File: config.mk
export PLATFORM = sky130hd
export DESIGN_NAME = cacheline_beat_seq
export DESIGN_NICKNAME = d
export VERILOG_FILES = /design/src/rtl/cacheline_beat_seq_pkg.sv /design/src/rtl/cacheline_beat_mux.sv /design/src/rtl/cacheline_beat_seq.sv
export SDC_FILE = /design/constraint.sdc
export NUM_CORES = 1
export LEC_CHECK = 0
export BUFFER_PORTS_ARGS = -buffer_cell sky130_fd_sc_hd__buf_2
export CAP_MARGIN = 20
export CORE_AREA = 2 2 229 231
export CTS_BUF_LIST = sky130_fd_sc_hd__clkbuf_8
export CTS_CLUSTER_DIAMETER = 120
export DETAILED_ROUTE_END_ITERATION = 8
export DIE_AREA = 0 0 231 233
export PLACE_DENSITY_LB_ADDON = 0.05
export RECOVER_POWER = 25
export SYNTH_ARGS = -nofsm -noshare
export SYNTH_HDL_FRONTEND = slang
export SYNTH_HIERARCHICAL = 1
export SYNTH_SLANG_ARGS = --single-unit
File: constraint.sdc
create_clock -name clk -period 3.4 [get_ports clk]
set_input_delay 0.68 -clock clk [delete_from_list [all_inputs] [get_ports clk]]
set_output_delay 0.68 -clock clk [all_outputs]
set_load 0.05 [all_outputs]
File: src/rtl/cacheline_beat_seq_pkg.sv
// Shared definitions for the cache line beat sequencer: FSM states and
// helpers that derive the beat count and beat index width from line geometry.
package cacheline_beat_seq_pkg;

    typedef enum logic [1:0] {
        IDLE   = 2'd0,
        STREAM = 2'd1,
        DONE   = 2'd2
    } state_t;

    // Number of beats needed to carry one line.
    function automatic int beats_per_line(input int line_w, input int beat_w);
        return line_w / beat_w;
    endfunction

    // Beat index width; kept at least 1 so a single-beat line still has a port.
    function automatic int idx_width(input int beats);
        return (beats > 1) ? $clog2(beats) : 1;
    endfunction

endpackage

File: src/rtl/cacheline_beat_mux.sv
// Combinational word-select: slices one BEATLEN-wide beat out of the held line.
module cacheline_beat_mux
    import cacheline_beat_seq_pkg::*;
#(
    parameter int LINELEN = 512,
    parameter int BEATLEN = 64,
    parameter int IDXW    = idx_width(beats_per_line(LINELEN, BEATLEN))
) (
    input  logic [LINELEN-1:0] line,
    input  logic [IDXW-1:0]    sel,
    output logic [BEATLEN-1:0] beat
);

    localparam int BEATSPERLINE = beats_per_line(LINELEN, BEATLEN);

    // View the flat line as an array of beats; beat k sits at line[k*BEATLEN +: BEATLEN].
    logic [BEATSPERLINE-1:0][BEATLEN-1:0] beats;
    assign beats = line;

    generate
        if (BEATSPERLINE == 1) begin : g_single
            // Only one beat exists; the select carries no information.
            assign beat = beats[0];
        end else begin : g_multi
            // Index width exactly covers the beat range, so every sel is legal.
            assign beat = beats[sel];
        end
    endgenerate

endmodule

File: src/rtl/cacheline_beat_seq.sv
// Streams a captured cache line out as BEATLEN-wide beats over valid/ready,
// starting at any beat and wrapping inside the line (critical word first).
module cacheline_beat_seq
    import cacheline_beat_seq_pkg::*;
#(
    parameter int LINELEN = 512,
    parameter int BEATLEN = 64,
    localparam int BEATSPERLINE = beats_per_line(LINELEN, BEATLEN),
    localparam int IDXW         = idx_width(BEATSPERLINE)
) (
    input  logic               clk,
    input  logic               reset,
    input  logic               Start,
    input  logic [IDXW-1:0]    StartBeat,
    input  logic [LINELEN-1:0] LineIn,
    input  logic               Abort,
    output logic               BeatValid,
    input  logic               BeatReady,
    output logic [BEATLEN-1:0] BeatData,
    output logic [IDXW-1:0]    BeatIdx,
    output logic               BeatLast,
    output logic               Busy,
    output logic               Done
);

    localparam logic [IDXW-1:0] LAST_CNT = IDXW'(BEATSPERLINE - 1);

    state_t             state, state_d;
    logic [LINELEN-1:0] line_q, line_d;
    logic [IDXW-1:0]    ptr, ptr_d;
    logic [IDXW-1:0]    count, count_d;
    logic [IDXW-1:0]    ptr_inc;
    logic [BEATLEN-1:0] mux_beat;

    // Pointer advance; power-of-2 beat count makes the natural wrap the
    // modulo wrap, and a single-beat line keeps the pointer pinned at 0.
    assign ptr_inc = (BEATSPERLINE == 1) ? '0 : ptr + IDXW'(1);

    // Next-state, datapath updates and registered-state outputs.
    always_comb begin
        state_d   = state;
        line_d    = line_q;
        ptr_d     = ptr;
        count_d   = count;
        BeatValid = 1'b0;
        BeatLast  = 1'b0;
        Busy      = 1'b0;
        Done      = 1'b0;
        unique case (state)
            IDLE: begin
                // Abort outranks Start, so a simultaneous pair does not launch.
                if (Start && !Abort) begin
                    line_d  = LineIn;
                    ptr_d   = (BEATSPERLINE == 1) ? '0 : StartBeat;
                    count_d = '0;
                    state_d = STREAM;
                end
            end
            STREAM: begin
                BeatValid = 1'b1;
                Busy      = 1'b1;
                BeatLast  = (count == LAST_CNT);
                if (BeatReady) begin
                    ptr_d   = ptr_inc;
                    count_d = count + IDXW'(1);
                    if (count == LAST_CNT) state_d = DONE;
                end
                // A beat accepted alongside Abort still counts, but the line ends here.
                if (Abort) state_d = IDLE;
            end
            DONE: begin
                Busy    = 1'b1;
                Done    = 1'b1;
                state_d = IDLE;
            end
            default: state_d = IDLE;
        endcase
    end

    // State and holding registers; reset clears everything including the line.
    always_ff @(posedge clk) begin
        if (!reset) begin
            state  <= IDLE;
            line_q <= '0;
            ptr    <= '0;
            count  <= '0;
        end else begin
            state  <= state_d;
            line_q <= line_d;
            ptr    <= ptr_d;
            count  <= count_d;
        end
    end

    // Index and data are only presented while streaming; zero otherwise.
    assign BeatIdx  = (state == STREAM) ? ptr : '0;
    assign BeatData = (state == STREAM) ? mux_beat : '0;

    cacheline_beat_mux #(
        .LINELEN (LINELEN),
        .BEATLEN (BEATLEN),
        .IDXW    (IDXW)
    ) u_mux (
        .line (line_q),
        .sel  (BeatIdx),
        .beat (mux_beat)
    );

endmodule

After elaboration in Yosys (flattened, before gate mapping):

Cells that the tools add are included.

* $add $sub $neg: 2
* magnitude comparators: 1
* eq/ne operators: 7
* multiplexer cells: 19
* reductions and logical operators: 8

Operator list (count)
* 64-bit binary-select mux with 3-bit select: 1
* 64-bit two-way mux: 2
* 3-bit two-way mux: 5
* 3-bit case mux with 2 select lines: 2
* 2-bit two-way mux: 4
* 3-bit by 1-bit adder with 3-bit output (second input constant): 2
* 3-bit inequality test (second input constant): 2
* 3-bit AND reduction: 2
* 3-bit by 4-bit less-than comparator with 1-bit output (second input constant): 1
* 1-bit two-way mux: 4
* 2-bit inequality test (second input constant): 2
* 2-bit case mux with 2 select lines: 1
* 3-bit equality test (second input constant): 1
* 2-bit by 1-bit equality test with 1-bit output (second input constant): 1
* 2-bit equality test (second input constant): 1
* 2-bit zero test: 1
* 2-bit AND reduction: 1
* 2-bit nonzero test: 1
* 2-bit OR reduction: 1
* 1-bit logical AND: 1
* 1-bit zero test: 1

* bits in registers: 520
* input port bits: 520
* output and inout port bits: 71
* logic and storage cells: 41

Longest topological paths before layout:

Gate-level depths: netlist of run 1.

* word-level depth: 5
* mapped depth: 10
* mapped depth without buffers: 6

Modules after synthesis:

Netlist of run 1, hierarchy kept.

Modules (own cells, without submodules)
* cacheline_beat_seq: instances 1, cells each 2346, area each 18701.7 sq um, sequential area each 10410.0 sq um
* cacheline_beat_mux: instances 1, cells each 227, area each 3832.4 sq um, sequential area each 0.0 sq um

Worst setup path before layout of run 1:

No wires, ideal clock.

* path type: register to output
* from: register state[1]
* to: output port BeatData[0]
* data arrival time: 3.454 ns
* required time: 2.720 ns
* setup slack: -0.734 ns
* cell stages (with the launch flop): 11
* buffers on the path: 4
* path through: dfxtp_1 inv_1 ha_1 buf_2 clkbuf_1 and2_1 buf_4 buf_6 mux4_2 mux2_2 and2_1

* longest elaborated chain between the ends: 5

Ends and longest elaborated chain
* from (decl): RTL line cacheline_beat_seq.sv:28 `state_t state, state_d;`
* from (signal assigned): RTL line cacheline_beat_seq.sv:88 `state <= state_d;`
* 2-bit by 1-bit equality test with 1-bit output: RTL line cacheline_beat_seq.sv:96 `assign BeatIdx = (state == STREAM) ? ptr : '0;`
* 3-bit two-way mux: RTL line cacheline_beat_seq.sv:96
* net BeatIdx[0]: RTL line cacheline_beat_seq.sv:20 `output logic [IDXW-1:0] BeatIdx,`
* 64-bit binary-select mux with 3-bit select: RTL line cacheline_beat_mux.sv:26 `assign beat = beats[sel];`
* 64-bit two-way mux (implied by the code): RTL line cacheline_beat_mux.sv:26
* net mux_beat[0]: RTL line cacheline_beat_seq.sv:33 `logic [BEATLEN-1:0] mux_beat;`
* 64-bit two-way mux: RTL line cacheline_beat_seq.sv:97 `assign BeatData = (state == STREAM) ? mux_beat : '0;`
* to (decl): RTL line cacheline_beat_seq.sv:19 `output logic [BEATLEN-1:0] BeatData,`

The timed path passes the listed nets, and every way through them passes these cells. The select of a mux whose other input is x is not followed.

Final worst setup path of run 1:

* from: register state[1]
* to: output port BeatData[5]

* longest elaborated chain between the ends: 5

Ends and longest elaborated chain (RTL line)
* 2-bit by 1-bit equality test with 1-bit output: cacheline_beat_seq.sv:96
* 3-bit two-way mux: cacheline_beat_seq.sv:96
* 64-bit binary-select mux with 3-bit select: cacheline_beat_mux.sv:26
* 64-bit two-way mux (implied by the code): cacheline_beat_mux.sv:26
* net mux_beat[5]: cacheline_beat_seq.sv:33
* 64-bit two-way mux: cacheline_beat_seq.sv:97

The timed path passes the listed nets, and every way through them passes these cells. The select of a mux whose other input is x is not followed.

==> summary.txt, run 1 <==
Layout
  • # nets final: 3642
  • Fillers: 4852
  • Layout cells sized above 1: 33.3%
  • Post-route insts no fill: 3871
  • Area Overhead vs Synth: 27.6%

Synthesis
  • Mapped Area: 22500 um^2
  • Post-synth EDFFs: 0
  • Ranking of synthesized cells by instance count: nand2_1, dfxtp_1, a21oi_1
  • Cells after synthesis: 2573
  • Synth Net Count: 3099
  • Most frequent cell after synthesis: nand2_1
  • Share of the yosys chip area belonging to registers: 46.2%
  • Share of Yosys cell area claimed by the top area cell type: 46.2%
  • Async SR Flop Fraction: 0%
  • Dominant synthesized flop cell: dfxtp_1
  • Synth area leader: dfxtp_1
  • Syn_area_per_cell: 8.76 um^2
  • Synth cell types: 32
  • #FFs+latches synth: 520
  • Ys Warns: 6
  • Synth area leaders: dfxtp_1, nand2_1, mux4_2, a21oi_1, buf_6

Placement
  • Number of port buffers: 590
  • Gpl congestion: 0.860
  • Inst Count DP: 3676
  • Post-DP HPWL: 52800 um

Floorplan
  • Die outline width: 231 um
  • I/O Pins: 591
  • Chip height: 233 um
  • Core region area: 51100 um^2
  • Initial Util: 44.1%
  • Num rows: 83
  • Die area: 53800 um^2

Setup path
  • Crit. End Element: output port
  • CP peak stage delay: 0.51 ns
  • Worst Path Arrival: 2.92 ns
  • Setup CP Type: reg -> out
  • CP Launch Type: register
  • RR Endpoint: line_q[48]
  • Worst path slowest cell: mux4_2
  • Worst setup startpoint: state[1]
  • Worst R2R Setup Slack: 0.07 ns
  • CP Cell Sequence: inv_2, ha_4, and2_4, buf_12, buf_12, buf_16, mux4_2, mux2_2, and2_4, buf_8
  • Cells on worst reg2reg path: 10
  • Critical Path Fanout Max: 9
  • RR Startpoint: state[1]
  • Req. time, crit path: 2.72 ns

Clock tree
  • CTS Buf Count: 89
  • H-tree levels: 3
  • Clock Sinks: 520
  • TritonCTS clock tree: done
  • Reg clk slew, reported paths: 0.06 ns
  • Root buf cell: clkbuf_8
  • Clock Latency Late Sink: 0.68 ns
  • Max clock buf depth: 3

STA
  • Final worst setup slack: -0.203 ns
  • RSZ-0062 raised after global routing: yes
  • # setup viols final: 64
  • Max transition margin: -23.2%
  • Max Clk Rate: 0.278 GHz
  • Actual slew at the worst max-slew pin: 1.85 ns
  • Tightest hold margin: 0.235 ns
  • Final slew viol count: 314
  • Layout Skew: 0.0167 ns
  • Final period utilization: 106%
  • Min cycle time layout: 3.60 ns
  • Final hold vios: 0

Drt
  • Via count: 20295
  • Vias per cell: 5.24
  • ANT nets after route: 0
  • Initial DRT Pass Iterations: 5
  • DR WL/cell: 19.8 um
  • Drt first-iter violations: 1234
  • Routed WL: 76800 um
  • # DRC: 0

Global route
  • Vias in the first global route: 20190
  • GRT overflow: 0
  • Antenna violations before repair: 31
  • Global-route wire length before repair: 113000 um
  • Pin count of the biggest net entering global routing: 219
  • Global-route usage over all layers: 27.4%

Outcome
  • Status: complete, but fails checks
  • Failing checks: capacitance limit, slew limit, setup timing

Power and ir drop
  • Pwr per Cell Area: 485 nW/um^2
  • Leak: 11.5 nW
  • VDD IR max: 0.272 mV

Worst hold path
  • Hold EP: line_q[390]
  • WHS Path Cells: 3
  • Startpoint of the worst hold path: LineIn[390]
  • HP Class: in -> reg

Flow run
  • Max cap viols: 2
[metrics by stage]
| step | utilization [%] | TNS [ns] | cell area [um^2] | worst slack, ns | total power, mW |
|---|---|---|---|---|---|
| after floorplan | - | 0 | 22700 | 0.00941 | 7.61 |
| after global placement | 50.4 | 0 | 25800 | 0.330 | 8.20 |
| after detailed placement | 50.4 | 0 | 25800 | 0.293 | 8.23 |
| after CTS | 56.0 | -14.56 | 28600 | -0.286 | 14.1 |
| after global routing | 56.3 | -19.11 | 28800 | -0.303 | 14.5 |
| final | 56.3 | -10.23 | 28800 | -0.203 | 14.0 |
[report_power, final]
| group | internal [mW] | total [mW] | switching (mW) |
|---|---|---|---|
| Clock | 3.22 | 5.78 | 2.56 |
| Combinational | 0.712 | 1.61 | 0.895 |
| Sequential | 6.40 | 6.56 | 0.167 |
| Total | 10.3 | 14.0 | 3.62 |
[timing repair]
action / in CTS / in global routing
endpoints found under the setup margin: 64 / 64
cloned: 10 / 4
resized for setup: 187 / 27
hold buffers: 0 / 0
pin swaps: 1 / 0
setup buffers: 19 / 0
[routing by layer]
metal	track usage (%)	part of all wire, %
met4	10.7	3.5
met2	48.0	50
met5	0	0.32
met3	7.67	7.1
met1	31.7	39
[worst max-delay path by stage]
stage / to / slack, ns / depth (start not counted)
final: BeatData[5] / -0.20 / 10
after global routing: BeatData[40] / -0.30 / 9
after CTS: BeatData[45] / -0.29 / 10
after detailed placement: BeatData[50] / 0.29 / 9
after global placement: BeatData[54] / 0.33 / 9
after floorplan: BeatData[43] / 0.009 / 10
[cell usage in the layout, fill, tap and decap left out, drive strengths merged, types with 2 or more instances in the layout]
master	count
clkbuf	129
and2	70
buf	654
nand2	1027
dfxtp	520
bufinv	2
o21ai	2
mux4	128
mux2i	5
diode	10
inv	36
or2	2
clkinvlp	3
nand2b	2
clkinv	2
nor2	6
a21oi	515
mux2	64
ha	6
[cells by family (layout without fill, tap and decap cells)]
| kind of cell | Yosys count | count (layout) | synth area share [%] |
|---|---|---|---|
| adder cells (fa/ha/maj) | 6 | 6 | 0.333 |
| multiplexers | 197 | 197 | 16.2 |
| buffers and inverters | 218 | 826 | 6.17 |
| AO/OA/AOI/OAI | 523 | 523 | 11.7 |
| other | 0 | 10 | 0 |
| flip-flops | 520 | 520 | 46.2 |
| AND/OR/NAND/NOR | 1109 | 1109 | 19.4 |
[registers in the layout (all words and copies together), names as in the netlist]
register	flops
count	3
line_q	512
ptr	3
state	2
[worst max-delay path, delay by kind of cell, from the launching register on]
kind / cells / cell delay, ns
adders and majority gates: 1 / 0.13
buffers and inverters: 5 / 0.68
muxes: 2 / 0.78
DFF: 1 / 0.32
and+or+nand+nor: 2 / 0.34
[cell type report]
cell class	count	area, um^2	area share, %
diodes	10	25.0	0.0870
clock buffers	118	1620	5.65
clock inverters	38	209	0.726
inverters	5	26.3	0.0913
multi-input cells	1835	10900	38.0
flip-flops and latches	520	10400	36.2
well taps	680	851	2.96
repair buffers	665	4700	16.3
(Power assumes the default switching activity.)
==> run 2: changes to the inputs <==
Settings changed: ABC_AREA set to 1, CORE_AREA 2 2 229 231 to not set, CORE_ASPECT_RATIO set to 0.7, CORE_UTILIZATION set to 50, DIE_AREA 0 0 231 233 to not set.
==> summary.txt, run 2 <==
Outcome
  • Status: complete, but fails checks
  • Failing checks: DRC

STA
  • Final period utilization: 97.8% (-8.1 points)
  • # setup viols final: 0 (-100%)
  • Final slew viol count: 0 (-100%)
  • RSZ-0062 raised after global routing: yes
  • Actual slew at the worst max-slew pin: 1.11 ns (-0.733 ns)
  • Final hold vios: 0 (unchanged)
  • Max Clk Rate: 0.301 GHz (+8.3%)
  • Tightest hold margin: 0.244 ns (+0.00908 ns)
  • Min cycle time layout: 3.33 ns (-0.277 ns)
  • Layout Skew: 0.0116 ns (-0.00510 ns)
  • Max transition margin: 25.7% (+49 points)

Clock tree
  • TritonCTS clock tree: done
  • Clock Latency Late Sink: 0.68 ns (about the same)
  • Root buf cell: clkbuf_8
  • Clock Sinks: 520 (unchanged)
  • H-tree levels: 3 (unchanged)
  • Reg clk slew, reported paths: 0.07 ns (about the same)
  • Post-CTS Hold Fix Bufs: 0 (unchanged)
  • Max clock buf depth: 3 (unchanged)
  • CTS Buf Count: 82 (-7.9%)

Synthesis
  • #FFs+latches synth: 520 (unchanged)
  • Simple-gate share of the synthesized area: 33.7% (+14 points)
  • Cells after synthesis: 4138 (+61%)
  • Dominant synthesized flop cell: dfxtp_1
  • XOR/XNOR share of the synthesized area: 0% (unchanged)
  • Synth Net Count: 4664 (+51%)
  • Mapped Area: 25700 um^2 (+14%)
  • Ranking of synthesized cells by instance count: nand2_1, inv_1, dfxtp_1
  • Synth Area in Adders: 0.292% (-0.041 points)
  • Syn_area_per_cell: 6.20 um^2 (-29%)
  • Main combinational cell family by area after synthesis: simple AND/OR/NAND/NOR gates
  • Synth cell types: 15 (-53%)
  • Share of Yosys cell area claimed by the top area cell type: 40.5% (-5.7 points)
  • Synth area leaders: dfxtp_1, nand2_1, a21oi_1, inv_1, nand3_1
  • Synth Area in Compound Gates: 10.1% (-1.6 points)
  • Ys Warns: 6 (unchanged)
  • Synth area leader: dfxtp_1
  • Mux contribution to synthesized area: 0% (-16 points)
  • Most frequent cell after synthesis: nand2_1
  • Share of the yosys chip area belonging to registers: 40.5% (-5.7 points)
  • Post-synth EDFFs: 0 (unchanged)
  • Async SR Flop Fraction: 0% (unchanged)

Flow run
  • Max cap viols: 0 (-2)

Layout
  • # nets final: 5134 (+41%)
  • Commonest non-fill, non-tap cell in the layout: nand2_1
  • Area Overhead vs Synth: 22.4%
  • Final instance area: 31400 um^2 (+9.3%)
  • Biggest register: line_q
  • Number of flip-flops in the largest register: 512 (unchanged)
  • Biggest regs: line_q x512, count x3, ptr x3
  • Commonest non-fill, non-tap cells in the layout: nand2_1, inv_1, buf_2, dfxtp_1, a21oi_1
  • Fillers: 5115 (+5.4%)
  • Layout cells sized above 1: 18.3% (-15 points)
  • Final Util: 62.0% (+5.7 points)

Setup path
  • CP Launch Type: register
  • CP Cell Sequence: inv_2, ha_4, nand2_8, clkinv_16, clkinv_16, buf_16, nand2_1, nand3_1, nand2_1, nand2_1, nand2_1, nand2_1, inv_1, buf_6
  • Setup CP Type: reg -> out
  • Worst R2R Setup Slack: 0.92 ns (+0.85 ns)
  • Worst Path Arrival: 2.65 ns (-0.27 ns)
  • Crit-path most repeated cell: nand2_1
  • Req. time, crit path: 2.72 ns (about the same)
  • CP peak stage delay: 0.33 ns (-0.18 ns)
  • Worst path slowest cell: dfxtp_2
  • Crit. End Element: output port
  • Critical Path Fanout Max: 18 (+9)

Floorplan
  • Initial Util: 50.7% (+6.6 points)
  • Die outline width: 273 um (+18%)
  • Core region area: 50700 um^2 (-0.82%)
  • Num rows: 69 (-17%)
  • Chip height: 192 um (-18%)
  • Die area: 52300 um^2 (-2.9%)
  • I/O Pins: 591 (unchanged)

Drt
  • Vias per cell: 5.05 (-3.6%)
  • DR WL/cell: 17.6 um (-11%)
  • ANT nets after route: 0 (unchanged)
  • Drt first-iter violations: 3107 (+150%)
  • # DRC: 2 (+2)
  • Via count: 27067 (+33%)
  • Routed WL: 94500 um (+23%)
  • Initial DRT Pass Iterations: 7 (+2)

Power and ir drop
  • Net Switching: 4.37 mW (+21%)
  • Leak: 14.8 nW (+29%)
  • Sequential Power Share: 45.3% (-1.7 points)
  • Clock share of power: 38.1% (-3.4 points)
  • Pwr per Cell Area: 467 nW/um^2 (-3.8%)
  • Sw Share: 29.8% (+3.8 points)
  • VDD IR max: 0.290 mV (+6.6%)
  • Internal: 10.3 mW (-0.31%)
  • Combinational power share: 16.6% (+5.1 points)
  • Pwr Total: 14.7 mW (+5.2%)

Global route
  • Vias in the first global route: 23634 (+17%)
  • Met1 usage: 51.5% (+20 points)
  • Global routing usage on met3: 6.94% (-0.73 points)
  • Global-route wire length before repair: 138000 um (+22%)
  • GRT overflow: 0 (unchanged)
  • Gr busiest metal: met1
  • Global-route usage over all layers: 34.3% (+6.8 points)
  • Met2 usage: 48.2% (+0.20 points)
  • Antenna violations before repair: 14 (-55%)
  • Pin count of the biggest net entering global routing: 207 (-5.5%)

Placement
  • Post-DP HPWL: 62000 um (+17%)
  • Number of port buffers: 590 (unchanged)
  • Dpl cell area: 28500 um^2 (+11%)
  • Gpl congestion: 0.966 (+12%)

Worst hold path
  • HP Class: in -> reg
run 2: metrics by stage:
step,cells,TNS (ns),setup WS (ns)
after floorplan,4138,0,0.144
after global placement,5173,0,0.431
after detailed placement,5173,0,0.381
after CTS,5335,0,0.00123
after global routing,5356,-0.731,-0.0466
final,5357,0,0.0740
run 2: repair_timing:
action                     in CTS  in global routing
gates resized for setup        86                166
pin swaps                       0                  8
buffers inserted                4                  3
cloned                         11                  7
setup endpoints to repair      64                 64
run 2: worst max-delay path: cells and delay by family, from the launching register on:
kind	cells	cell delay, ns
and+or+nand+nor	7	0.66
DFF	1	0.33
buffers and inverters	6	0.76
adders and majority gates	1	0.20
run 2: kinds of logic (layout without fill, tap and decap cells):
group / count (synthesis) / count (layout)
flip-flops: 520 / 520
buffers and inverters: 872 / 1405
other: 0 / 12
adder cells (fa/ha/maj): 6 / 6
AO/OA/AOI/OAI: 520 / 520
AND/OR/NAND/NOR: 2220 / 2220
run 2: metal layers:
| metal | wire [um] | share of wire [%] |
|---|---|---|
| met1 | 43600 | 46 |
| met2 | 38900 | 41 |
| met3 | 9380 | 9.9 |
| met4 | 2580 | 2.7 |
| met5 | 22 | 0.023 |
run 2: worst paths after layout:
check,to,cells after the start,start
max,BeatData[55],14,state[1]
min,line_q[157],3,LineIn[157]
max reg2reg,line_q[39],7,state[0]
min reg2reg,line_q[366],2,line_q[366]
run 2: final cells by class:
type	count	area, um^2	area share (%)
Multi-Input combinational cell	2746	11500	36.6
Inverter	596	2350	7.48
Timing Repair inverter	6	65.1	0.207
Tap cell	674	843	2.68
Antenna cell	12	30.0	0.0956
Clock inverter	35	171	0.545
Sequential cell	520	10400	33.1
Timing Repair Buffer	656	4510	14.3
Clock buffer	112	1540	4.91
run 2: power groups by stage:
stage          sequential (mW)  clock, mW  combinational (mW)
3_3_place_gp              6.76          0                2.26
6_report                  6.64       5.59                2.44
3_5_place_dp              6.77          0                2.27
5_1_grt                   6.68       5.92                2.67
2_1_floorplan             6.72          0                1.51
4_1_cts                   6.64       5.64                2.34
